`config.mk`:
```
export PLATFORM = sky130hd
export DESIGN_NAME = btn_debounce_multi
export DESIGN_NICKNAME = d
export VERILOG_FILES = /design/src/rtl/btn_debounce_multi.sv
export SDC_FILE = /design/constraint.sdc
export NUM_CORES = 1
export LEC_CHECK = 0
export CAP_MARGIN = 20
export CORE_AREA = 2 2 150 152
export DETAILED_ROUTE_END_ITERATION = 8
export DIE_AREA = 0 0 152 154
export PLACE_DENSITY = 0.76
export SLEW_MARGIN = 20
export SYNTH_ARGS = -nofsm -noshare
export SYNTH_HDL_FRONTEND = slang
export SYNTH_SLANG_ARGS = --single-unit
export TNS_END_PERCENT = 20
```
`constraint.sdc`:
```
create_clock -name clk -period 2.6 [get_ports clk]
set_input_delay 0.52 -clock clk [delete_from_list [all_inputs] [get_ports clk]]
set_output_delay 0.52 -clock clk [all_outputs]
set_load 0.02 [all_outputs]
```
`src/rtl/btn_debounce_multi.sv`:
```
// rtl/btn_debounce_multi.sv - N-channel button synchroniser/debouncer with press, release, long-press and auto-repeat ticks
module btn_debounce_multi #(
  parameter int N_CH            = 4,
  parameter int DEBOUNCE_CYCLES = 1_000_000,
  parameter int LONG_CYCLES     = 100_000_000,
  parameter int REPEAT_CYCLES   = 20_000_000
) (
  input  logic            clk,
  input  logic            rst_n,
  input  logic            ce,
  input  logic [N_CH-1:0] btn_in,
  input  logic [N_CH-1:0] repeat_en,
  output logic [N_CH-1:0] level,
  output logic [N_CH-1:0] press_tick,
  output logic [N_CH-1:0] release_tick,
  output logic [N_CH-1:0] long_tick,
  output logic [N_CH-1:0] repeat_tick
);

  localparam int DB_W     = $clog2(DEBOUNCE_CYCLES);
  localparam int HOLD_MAX = (LONG_CYCLES > REPEAT_CYCLES) ? LONG_CYCLES : REPEAT_CYCLES;
  localparam int HOLD_W   = (HOLD_MAX > 1) ? $clog2(HOLD_MAX) : 1;

  localparam logic [DB_W-1:0]   DB_LAST   = DB_W'(DEBOUNCE_CYCLES - 1);
  localparam logic [DB_W-1:0]   DB_ONE    = DB_W'(1);
  localparam logic [HOLD_W-1:0] LONG_LAST = HOLD_W'(LONG_CYCLES - 1);
  localparam logic [HOLD_W-1:0] REP_LAST  = HOLD_W'(REPEAT_CYCLES - 1);
  localparam logic [HOLD_W-1:0] HOLD_ONE  = HOLD_W'(1);

  typedef enum logic [1:0] {
    RELEASED = 2'd0,
    HELD     = 2'd1,
    REPEAT   = 2'd2
  } hold_state_t;

  for (genvar i = 0; i < N_CH; i++) begin : g_ch
    logic              s1, s2;
    logic [DB_W-1:0]   db_cnt, db_cnt_next;
    logic              level_q, level_next;
    hold_state_t       state, state_next;
    logic [HOLD_W-1:0] hold_cnt, hold_cnt_next;
    logic              press_q, release_q, long_q, repeat_q;
    logic              press_next, release_next, long_next, repeat_next;

    // Window restarts on any ce cycle where the synchronised input agrees with level.
    always_comb begin
      db_cnt_next = db_cnt;
      level_next  = level_q;
      if (ce) begin
        if (s2 == level_q) begin
          db_cnt_next = '0;
        end else if (db_cnt == DB_LAST) begin
          level_next  = s2;
          db_cnt_next = '0;
        end else begin
          db_cnt_next = db_cnt + DB_ONE;
        end
      end
    end

    // Hold FSM reacts to the level update landing this edge, so ticks align with level.
    always_comb begin
      state_next    = state;
      hold_cnt_next = hold_cnt;
      press_next    = 1'b0;
      release_next  = 1'b0;
      long_next     = 1'b0;
      repeat_next   = 1'b0;
      case (state)
        RELEASED: begin
          if (level_next && !level_q) begin
            state_next    = HELD;
            hold_cnt_next = '0;
            press_next    = 1'b1;
          end
        end
        HELD: begin
          if (!level_next && level_q) begin
            state_next    = RELEASED;
            hold_cnt_next = '0;
            release_next  = 1'b1;
          end else if (ce) begin
            if (hold_cnt == LONG_LAST) begin
              state_next    = REPEAT;
              hold_cnt_next = '0;
              long_next     = 1'b1;
            end else begin
              hold_cnt_next = hold_cnt + HOLD_ONE;
            end
          end
        end
        REPEAT: begin
          if (!level_next && level_q) begin
            state_next    = RELEASED;
            hold_cnt_next = '0;
            release_next  = 1'b1;
          end else if (!repeat_en[i]) begin
            hold_cnt_next = '0;
          end else if (ce) begin
            if (hold_cnt == REP_LAST) begin
              hold_cnt_next = '0;
              repeat_next   = 1'b1;
            end else begin
              hold_cnt_next = hold_cnt + HOLD_ONE;
            end
          end
        end
        default: begin
          state_next    = RELEASED;
          hold_cnt_next = '0;
        end
      endcase
    end

    always_ff @(posedge clk or negedge rst_n) begin
      if (!rst_n) begin
        s1        <= 1'b0;
        s2        <= 1'b0;
        db_cnt    <= '0;
        level_q   <= 1'b0;
        state     <= RELEASED;
        hold_cnt  <= '0;
        press_q   <= 1'b0;
        release_q <= 1'b0;
        long_q    <= 1'b0;
        repeat_q  <= 1'b0;
      end else begin
        s1        <= btn_in[i];
        s2        <= s1;
        db_cnt    <= db_cnt_next;
        level_q   <= level_next;
        state     <= state_next;
        hold_cnt  <= hold_cnt_next;
        press_q   <= press_next;
        release_q <= release_next;
        long_q    <= long_next;
        repeat_q  <= repeat_next;
      end
    end

    assign level[i]        = level_q;
    assign press_tick[i]   = press_q;
    assign release_tick[i] = release_q;
    assign long_tick[i]    = long_q;
    assign repeat_tick[i]  = repeat_q;
  end

endmodule

```
=== Yosys cells after proc, flatten, opt, wreduce, memory -nomap -nowiden ===
Index checks and enable logic that the tools add are counted.
Widths: inputs -> output; s select.

* Register bits: 224
* Input bits: 11
* Output and inout bits: 20
* Logic and storage cells: 256

* $add $sub $neg: 8
* Equal/unequal tests: 44
* Mux-type cells: 132
* Reductions and logical operators: 32

{| class="wikitable"
|+ Operators by type and width
! kind !! number
|-
| $mux 27 || 32
|-
| $pmux 27 s3 || 4
|-
| $mux 20 || 8
|-
| $add 27x1->27 const B || 4
|-
| $eq 27x25->1 const B || 4
|-
| $eq 27x27->1 const B || 4
|-
| $add 20x1->20 const B || 4
|-
| $eq 20x20->1 const B || 4
|-
| $mux 1 || 64
|-
| $mux 2 || 20
|-
| $ne 3x3->1 const B || 8
|-
| $pmux 2 s3 || 4
|-
| $ne 2x2->1 const B || 8
|-
| $ne 4x4->1 const B || 4
|-
| $reduce_and 4->1 || 4
|-
| $reduce_and 3->1 || 4
|-
| $eq 2x1->1 const B || 4
|-
| $eq 2x2->1 const B || 4
|-
| $logic_and 1x1->1 || 8
|-
| $logic_not 1->1 || 8
|-
| $logic_not 2->1 || 4
|-
| $reduce_or 2->1 || 4
|-
| $eq 1x1->1 || 4
|}

=== Longest topological paths before layout ===
Gate-level depths: netlist (run 1).

* Depth in word-level cells: 8
* Gate-level depth with buffers: 10
* Gate-level depth less buffers: 8

=== Least setup slack after synthesis (run 1) ===
OpenSTA, ideal clock, no wires.

* Path kind: register -> register
* From: register g_ch[0].db_cnt[13]
* To: register g_ch[0].state[1]
* Arrival: 2.248 ns
* Required time: 2.475 ns
* Slack: 0.227 ns
* Stages on the path, launching flop included: 7
* Buffers on the path: 0
* Clock period less this slack: 2.373 ns
* Cells stage by stage: dfrtp_1 -> or4b_1 -> nor4_2 -> nand4b_1 -> and2_1 -> a21oi_2 -> mux2_2

* Cells in the longest elaborated chain, start to end: 8

{| class="wikitable"
|+ Ends and longest elaborated chain
! what !! line !! RTL
|-
| start: declaration || 38 || <nowiki>logic [DB_W-1:0] db_cnt, db_cnt_next;</nowiki>
|-
| start signal: assignment || 130 || <nowiki>db_cnt <= db_cnt_next;</nowiki>
|-
| $eq 20x20->1 (*) || 52 || <nowiki>end else if (db_cnt == DB_LAST) begin</nowiki>
|-
| $mux 1 (*) || 52 ||
|-
| $mux 1 (*) || 50 || <nowiki>if (s2 == level_q) begin</nowiki>
|-
| $mux 1 (*) || 49 || <nowiki>if (ce) begin</nowiki>
|-
| $logic_not 1->1 || 78, 93 ||
|-
| $logic_and 1x1->1 || 78, 93 ||
|-
| $ne 3x3->1 (no line) (tied with other cells) || - ||
|-
| $reduce_and 4->1 (no line) or $pmux 2 s3 (tied branches) || - ||
|-
| end signal: assignment || 132 || <nowiki>state <= state_next;</nowiki>
|-
| end: declaration || 40 || <nowiki>hold_state_t state, state_next;</nowiki>
|}

Mark *: on every way between the ends. The rest lies on a longest branch, timed or not.
A chain may end at the register's enable or synchronous reset.

=== Final worst setup path (run 1) ===
* From: register g_ch[2].db_cnt[8]
* To: register g_ch[2].hold_cnt[24]

* Cells in the longest elaborated chain, start to end: 8

{| class="wikitable"
|+ Ends and longest elaborated chain
! what !! line !! RTL
|-
| start: declaration || 38 ||
|-
| start signal: assignment || 130 ||
|-
| $eq 20x20->1 (*) || 52 ||
|-
| $mux 1 (*) || 52 ||
|-
| $mux 1 (*) || 50 ||
|-
| $mux 1 (*) || 49 ||
|-
| $logic_not 1->1 || 78, 93 ||
|-
| $logic_and 1x1->1 || 78, 93 ||
|-
| $ne 4x4->1 (no line) (tied with other cells) || - ||
|-
| $reduce_and 3->1 (no line) or $pmux 27 s3 (tied branches) || - ||
|-
| end signal: assignment || 133 || <nowiki>hold_cnt <= hold_cnt_next;</nowiki>
|-
| end: declaration || 41 || <nowiki>logic [HOLD_W-1:0] hold_cnt, hold_cnt_next;</nowiki>
|}

Marked as above.

==> flow_metrics.py, run 1 <==
metrics = {
    "global_route": {
        "grt_pass1_wl_um": 49600,
        "antenna_found_initial": 0,
        "met1_usage_pct": 34.9,
        "grt.met3_usage_pct": 2.96,
        "number_of_global_route_vias_before_repair": 10500,
        "grt_overflow": 0,
        "pin_count_of_the_biggest_net_entering_global_routing": 66,
        "grt_busiest_layer": "met2",
        "globalRouteTotalUtil_pct": 24.3,
        "use_met2_pct": 39.4,
    },
    "flow_run": {
        "max_cap_violations": 0,
    },
    "worst_setup_path": {
        "start_kind": "flip-flop",
        "worst-r2r-setup-slack_ps": 140,
        "criticalPathCategory": "flip-flop to flip-flop",
        "worst_r2r_startpoint": "g_ch[2].db_cnt[8]$_DFFE_PN0P_",
        "critical_path_arrival_ps": 2860,
        "crit_path_max_fanout": 9,
        "timing.critical_path.from": "g_ch[2].db_cnt[8]$_DFFE_PN0P_",
        "timing.critical_path.slowest_stage_cell": "sky130_fd_sc_hd__or4b_2",
        "worstPathCellList": "or4b_2 -> nor4_4 -> and3_1 -> o22ai_1 -> buf_4 -> o41ai_1",
        "critical-path-max-stage-delay_ps": 690,
        "rr_worst_depth": 6,
        "worstReg2RegEnd": "g_ch[2].hold_cnt[24]$_DFFE_PN0P_",
        "crit_path_end_kind": "flip-flop",
        "cp.required_ps": 3010,
    },
    "floorplanning": {
        "design.core.area_sq_um": 21700,
        "dieWidth_um": 152,
        "rows": 54,
        "die-area_sq_um": 23400,
        "design.portCount": 31,
        "die_height_um": 154,
        "initial_standard_cell_utilization_of_the_core_pct": 59.1,
    },
    "final_layout": {
        "final_net_count": 1503,
        "antenna_cells_inserted": 0,
        "area_growth_pct": 14.2,
        "design_area_sq_um": 14600,
        "fillerInstances": 1674,
        "fraction_of_final_layout_cells_sized_beyond_drive_strength_1_pct": 11.5,
        "utilization_pct": 67.5,
    },
    "timing": {
        "max_slew.worst_pin.slew_ps": 584,
        "fin_tns_setup_ps": 0,
        "finalSetupViolations": 0,
        "hold-worst-slack_ps": 347,
        "maxClockFrequency_mhz": 407,
        "final_hold_viol_count": 0,
        "timing.final.crit_share_pct": 94.5,
        "period_needed_ps": 2460,
        "slew-limit-headroom_pct": 60.7,
        "rsz0062_at_grt": "true",
        "final-max-slew-violation-count": 0,
        "finClkSkew_ps": 10.2,
    },
    "clock_tree": {
        "htree_levels": 1,
        "cts_inserted_buffers": 26,
        "clk_pin_slew_worst_paths_ps": 60,
        "clockBufferDepth": 3,
        "clock_insertion_delay_worst_skew_ps": 530,
        "tritoncts": "done",
        "cts_root_buf": "sky130_fd_sc_hd__clkbuf_16",
        "numClockSinks": 224,
    },
    "synthesis": {
        "cell_taking_the_most_area_after_synthesis": "sky130_fd_sc_hd__dfrtp_1",
        "synth_enable_flop_cells": 0,
        "synth.cell_area_sq_um": 12800,
        "synth.most_common_cell": "sky130_fd_sc_hd__dfrtp_1",
        "number_of_distinct_standard_cells_referenced_by_the_synthesized_netlist": 75,
        "proportion_of_synthesized_chip_area_in_sequential_cells_pct": 43.7,
        "ys_async_sr_fraction_pct": 100,
        "synth_top_area_share_pct": 43.7,
        "synth_nets": 1454,
        "yosys_warnings": 0,
        "synth_area_per_cell_sq_um": 9.01,
        "synth_top_flop_cell": "sky130_fd_sc_hd__dfrtp_1",
        "ys_top_cells_by_count": "224 x sky130_fd_sc_hd__dfrtp_1, 168 x sky130_fd_sc_hd__nand2_1, 109 x sky130_fd_sc_hd__nor2_1",
        "post_synth_inst_count": 1423,
        "synthTopCellsByArea": "sky130_fd_sc_hd__dfrtp_1 44%, sky130_fd_sc_hd__nand2_1 4.9%, sky130_fd_sc_hd__nand3_1 4.1%",
        "synth_seq_cells": 224,
    },
    "place": {
        "place_area_sq_um": 13700,
        "place_congestion": 0.878,
        "hpwl_um": 19100,
        "io_buffer_count": 30,
    },
    "detailed_routing": {
        "via_per_inst": 6.15,
        "routed_wl_um": 28100,
        "detail-route-antenna-nets": 0,
        "drtIter0Drc": 824,
        "routedWlPerCell_um": 15.9,
        "drt_pass1_iterations": 5,
        "via_count": 10900,
        "drt_drc_violations_left": 0,
    },
    "power": {
        "fin_total_pwr_mw": 8.99,
        "peakVddDrop_v": 0.000657,
        "static-leakage-power_nw": 6.10,
        "power_density_nw_per_um2": 615,
    },
    "worst_hold_path": {
        "hp-class": "flip-flop to flip-flop",
        "hold_path_end": "g_ch[3].s2$_DFF_PN0_",
        "hold_path.startpoint": "g_ch[3].s1$_DFF_PN0_",
        "min_delay_path_depth": 0,
    },
    "status": {
        "run_status": "completed",
    },
}
[per-layer routing]
| layer | wire, um | part of all wire [%] |
|---|---|---|
| met1 | 13200 | 47 |
| met2 | 13200 | 47 |
| met3 | 1160 | 4.1 |
| met4 | 506 | 1.8 |
| met5 | 0 | 0 |
[logic make-up after synthesis]
kind of cell	after synthesis	share of synthesized area, %
AO/OA/AOI/OAI	286	15.7
XOR/XNOR	49	3.35
adder cells (fa/ha/maj)	20	1.95
buffers and inverters	133	4.92
flip-flops	224	43.7
multiplexers	18	1.50
AND/OR/NAND/NOR	693	28.8
[per-stage QoR]
step,instances,setup slack (ps)
6_report,1769,143
5_1_grt,1769,-23.6
4_1_cts,1766,36.5
3_5_place_dp,1720,51.5
3_3_place_gp,1720,146
2_1_floorplan,1423,227
[how the worst max path moves through the flow]
stage	endpoint	cells after the start	slack, ps
3_3_place_gp	g_ch[3].hold_cnt[24]$_DFFE_PN0P_	7	150
4_1_cts	g_ch[3].hold_cnt[26]$_DFFE_PN0P_	7	40
2_1_floorplan	g_ch[0].state[1]$_DFFE_PN0P_	6	230
3_5_place_dp	g_ch[3].hold_cnt[26]$_DFFE_PN0P_	7	50
6_report	g_ch[2].hold_cnt[24]$_DFFE_PN0P_	6	140
5_1_grt	g_ch[2].hold_cnt[16]$_DFFE_PN0P_	6	-20
[registers in the layout, indices dropped and copies added, names as in the netlist]
name / count
g_ch.s1: 4
g_ch.repeat_q: 4
g_ch.long_q: 4
g_ch.press_q: 4
g_ch.release_q: 4
g_ch.s2: 4
g_ch.hold_cnt: 108
g_ch.state: 8
g_ch.db_cnt: 80
g_ch.level_q: 4
[worst max-delay path: cells and delay by family (launching register included)]
| family | cells | cell delay (ps) |
|---|---|---|
| DFF | 1 | 420 |
| AOI/OAI and AO/OA | 2 | 560 |
| and+or+nand+nor | 3 | 1110 |
| buffers and inverters | 1 | 240 |
[final cells by class]
cell class | instances | area [sq um] | area share, %
timing repair buffer | 110 | 995 | 6.80
tap | 280 | 350 | 2.39
sequential | 224 | 5610 | 38.3
clock buffer | 36 | 769 | 5.26
multi-input combinational | 1066 | 6620 | 45.2
inverter | 44 | 165 | 1.13
clock inverter | 9 | 126 | 0.864
[timing repair]
| action | 4_1_cts | 5_1_grt |
|---|---|---|
| setup buffers | 0 | 3 |
| setup endpoints to repair | 0 | 74 |
| hold endpoints to repair | 61 | 0 |
| hold buffers | 1 | 0 |
| gates resized for setup | 0 | 8 |
[power by group]
group / switching (mW) / leakage, nW / internal, mW / total (mW)
sequential: 0.248 / 3.00 / 3.67 / 3.91
combinational: 0.795 / 2.65 / 0.510 / 1.31
clock: 1.42 / 0.442 / 2.35 / 3.77
total: 2.47 / 6.10 / 6.53 / 8.99
[layout by cell type, fill, tap and decap left out, types with 17 or more instances in the layout]
cell type	netlist	routed
sky130_fd_sc_hd__buf_4	21	71
sky130_fd_sc_hd__xnor2_1	23	23
sky130_fd_sc_hd__a21oi_1	29	28
sky130_fd_sc_hd__nand3_1	106	106
sky130_fd_sc_hd__inv_1	43	43
sky130_fd_sc_hd__nand4_1	63	63
sky130_fd_sc_hd__and2_1	31	31
sky130_fd_sc_hd__o31ai_1	40	40
sky130_fd_sc_hd__and4_1	17	17
sky130_fd_sc_hd__a22o_1	21	21
sky130_fd_sc_hd__or3_1	20	20
sky130_fd_sc_hd__nor4_1	24	24
sky130_fd_sc_hd__and3_1	38	38
sky130_fd_sc_hd__nor2b_1	20	20
sky130_fd_sc_hd__xor2_1	26	26
sky130_fd_sc_hd__dfrtp_1	224	223
sky130_fd_sc_hd__nor3_1	29	29
sky130_fd_sc_hd__ha_1	20	20
sky130_fd_sc_hd__clkdlybuf4s50_1	0	28
sky130_fd_sc_hd__o21ai_0	65	65
sky130_fd_sc_hd__clkbuf_16	0	27
sky130_fd_sc_hd__nand2_1	168	168
sky130_fd_sc_hd__nor2_1	109	109
No activity file was read; power rests on OpenSTA's default activity.
==> run 2, diff against run 1 <==
SLEW_MARGIN = not set   (was 20)
==> results of run 2 <==
The final DEF is identical to that of run 1; final timing and power are the same.
==> run 3, diff against run 2 <==
CORE_AREA = 2 2 156 158   (was 2 2 150 152)
DIE_AREA = 0 0 158 160   (was 0 0 152 154)
PLACE_DENSITY = 0.71   (was 0.76)
TNS_END_PERCENT = 50   (was 20)
==> run 3 against run 2 <==
Against the previous run: clock power grew 6.1%; die area grew 8.0%; cell count grew 2.3%; highest routed layer unchanged; critical path type unchanged.
==> flow_metrics.py, run 3 (synthesized netlist as in run 1, its figures left out) <==
metrics = {
    "global_route": {
        "pin_count_of_the_biggest_net_entering_global_routing": 75,
        "number_of_global_route_vias_before_repair": 10400,
        "grt_overflow": 0,
        "antenna_found_initial": 0,
        "grt_pass1_wl_um": 49800,
        "globalRouteTotalUtil_pct": 23.4,
    },
    "timing": {
        "maxClockFrequency_mhz": 406,
        "timing.final.crit_share_pct": 94.7,
        "max_slew.worst_pin.slew_ps": 621,
        "rsz0062_at_grt": "true",
        "hold-worst-slack_ps": 365,
        "finClkSkew_ps": 17.8,
        "slew-limit-headroom_pct": 58.2,
        "final-max-slew-violation-count": 0,
        "final_hold_viol_count": 0,
        "finalSetupViolations": 0,
        "period_needed_ps": 2460,
    },
    "worst_setup_path": {
        "cp.required_ps": 3000,
        "worstPathCellList": "or4_1 -> nor4_2 -> nand4b_1 -> and2_1 -> a21oi_2 -> mux2_2",
        "criticalPathCategory": "flip-flop to flip-flop",
        "cp_num_buf_inv": 0,
        "start_kind": "flip-flop",
        "worst-r2r-setup-slack_ps": 140,
        "crit_path_end_kind": "flip-flop",
        "critical_path_arrival_ps": 2860,
        "critical-path-top-delay-family": "simple AND/OR/NAND/NOR gates",
        "crit_path_max_fanout": 6,
        "timing.critical_path.slowest_stage_cell": "sky130_fd_sc_hd__or4_1",
        "critical-path-max-stage-delay_ps": 530,
    },
    "final_layout": {
        "antenna_cells_inserted": 0,
        "final_net_count": 1500,
        "fraction_of_final_layout_cells_sized_beyond_drive_strength_1_pct": 11.6,
        "mostFrequentLayoutCells": "224 x sky130_fd_sc_hd__dfrtp_1, 168 x sky130_fd_sc_hd__nand2_1, 108 x sky130_fd_sc_hd__nor2_1",
        "utilization_pct": 61.9,
        "largest_register_ffs": 108,
        "fillerInstances": 2012,
        "total_area_of_multi_input_combinational_cells_sq_um": 6640,
        "layout.area.seq_sq_um": 5610,
        "most_common_cell_after_layout_fill_and_taps_aside": "sky130_fd_sc_hd__dfrtp_1",
        "area_growth_pct": 15.1,
        "largestRegisters": "g_ch.hold_cnt x108, g_ch.db_cnt x80, g_ch.state x8",
        "largest-register": "g_ch.hold_cnt",
        "design_area_sq_um": 14800,
    },
    "detailed_routing": {
        "via_count": 10800,
        "drt_pass1_iterations": 5,
        "detail-route-antenna-nets": 0,
        "drtIter0Drc": 744,
        "routedWlPerCell_um": 15.9,
        "routed_wl_um": 28900,
        "via_per_inst": 5.99,
        "drt_drc_violations_left": 0,
    },
    "floorplanning": {
        "design.core.area_sq_um": 23800,
        "design.portCount": 31,
        "dieWidth_um": 158,
        "initial_standard_cell_utilization_of_the_core_pct": 53.8,
        "rows": 57,
        "die_height_um": 160,
        "die-area_sq_um": 25300,
    },
    "power": {
        "power_density_nw_per_um2": 626,
        "fin_total_pwr_mw": 9.24,
        "static-leakage-power_nw": 6.12,
        "peakVddDrop_v": 0.000556,
    },
    "status": {
        "run_status": "completed",
    },
    "clock_tree": {
        "cts_inserted_buffers": 26,
        "cts_root_buf": "sky130_fd_sc_hd__clkbuf_16",
        "numClockSinks": 224,
        "clock_insertion_delay_worst_skew_ps": 530,
        "clk_pin_slew_worst_paths_ps": 60,
        "clockBufferDepth": 3,
        "htree_levels": 1,
        "tritoncts": "done",
    },
    "place": {
        "io_buffer_count": 30,
        "place_congestion": 0.816,
        "place_area_sq_um": 13700,
        "hpwl_um": 19600,
    },
    "worst_hold_path": {
        "hp-class": "flip-flop to flip-flop",
    },
    "flow_run": {
        "max_cap_violations": 0,
    },
}
run 3: per-layer routing:
metal	track usage [%]	wire [um]	up-vias
li1	-	-	5315
met1	33.6	13500	5258
met2	37.7	13700	224
met3	2.90	1220	42
met4	5.73	490	0
met5	0	0	-
run 3: per-stage QoR:
stage | setup TNS, ps | std cells | setup WS, ps
floorplan | 0 | 1423 | 227
global placement | 0 | 1763 | 129
detailed placement | 0 | 1763 | 108
CTS | 0 | 1809 | 94.3
global route | -12.2 | 1810 | -12.2
finish | 0 | 1810 | 137
run 3: repair_timing:
item                                    in CTS  in global routing
resized for setup                            0                 13
hold buffers                                 1                  0
hold endpoints to repair                    60                  0
setup buffers                                0                  1
endpoints found under the setup margin       0                 63
run 3: worst paths after layout:
| path | endpoint | cells after the start | start |
|---|---|---|---|
| max in group asynchronous | g_ch[2].hold_cnt[18]$_DFFE_PN0P_ | 3 | rst_n |
| setup / recovery | g_ch[0].state[1]$_DFFE_PN0P_ | 6 | g_ch[0].db_cnt[10]$_DFFE_PN0P_ |
| setup reg to reg | g_ch[0].state[1]$_DFFE_PN0P_ | 6 | g_ch[0].db_cnt[10]$_DFFE_PN0P_ |
| hold / removal | g_ch[0].s2$_DFF_PN0_ | 0 | g_ch[0].s1$_DFF_PN0_ |
| min in group asynchronous | g_ch[1].db_cnt[18]$_DFFE_PN0P_ | 2 | rst_n |
| hold reg to reg | g_ch[0].s2$_DFF_PN0_ | 0 | g_ch[0].s1$_DFF_PN0_ |
run 3: layout make-up:
cell class	count	share of cell area, %
clock inverter	9	1.20
inverter	44	1.12
timing repair buffer	107	6.66
clock buffer	36	5.28
multi-input combinational	1066	45.0
sequential	224	38.0
tap	324	2.75
run 3: report_power, final:
part / internal [mW] / switching, mW / leakage [nW] / total (mW)
clock network: 2.57 / 1.43 / 0.468 / 4.00
registers: 3.67 / 0.250 / 3.01 / 3.92
logic: 0.509 / 0.813 / 2.64 / 1.32
total: 6.74 / 2.49 / 6.12 / 9.24
run 3: worst reg2reg max path, cell delays in order (launching register included):
cell and delay [ps]:
sky130_fd_sc_hd__dfrtp_1 410, sky130_fd_sc_hd__or4_1 530, sky130_fd_sc_hd__nor4_2 340, sky130_fd_sc_hd__nand4b_1 260, sky130_fd_sc_hd__and2_1 270, sky130_fd_sc_hd__a21oi_2 170
sky130_fd_sc_hd__mux2_2 350
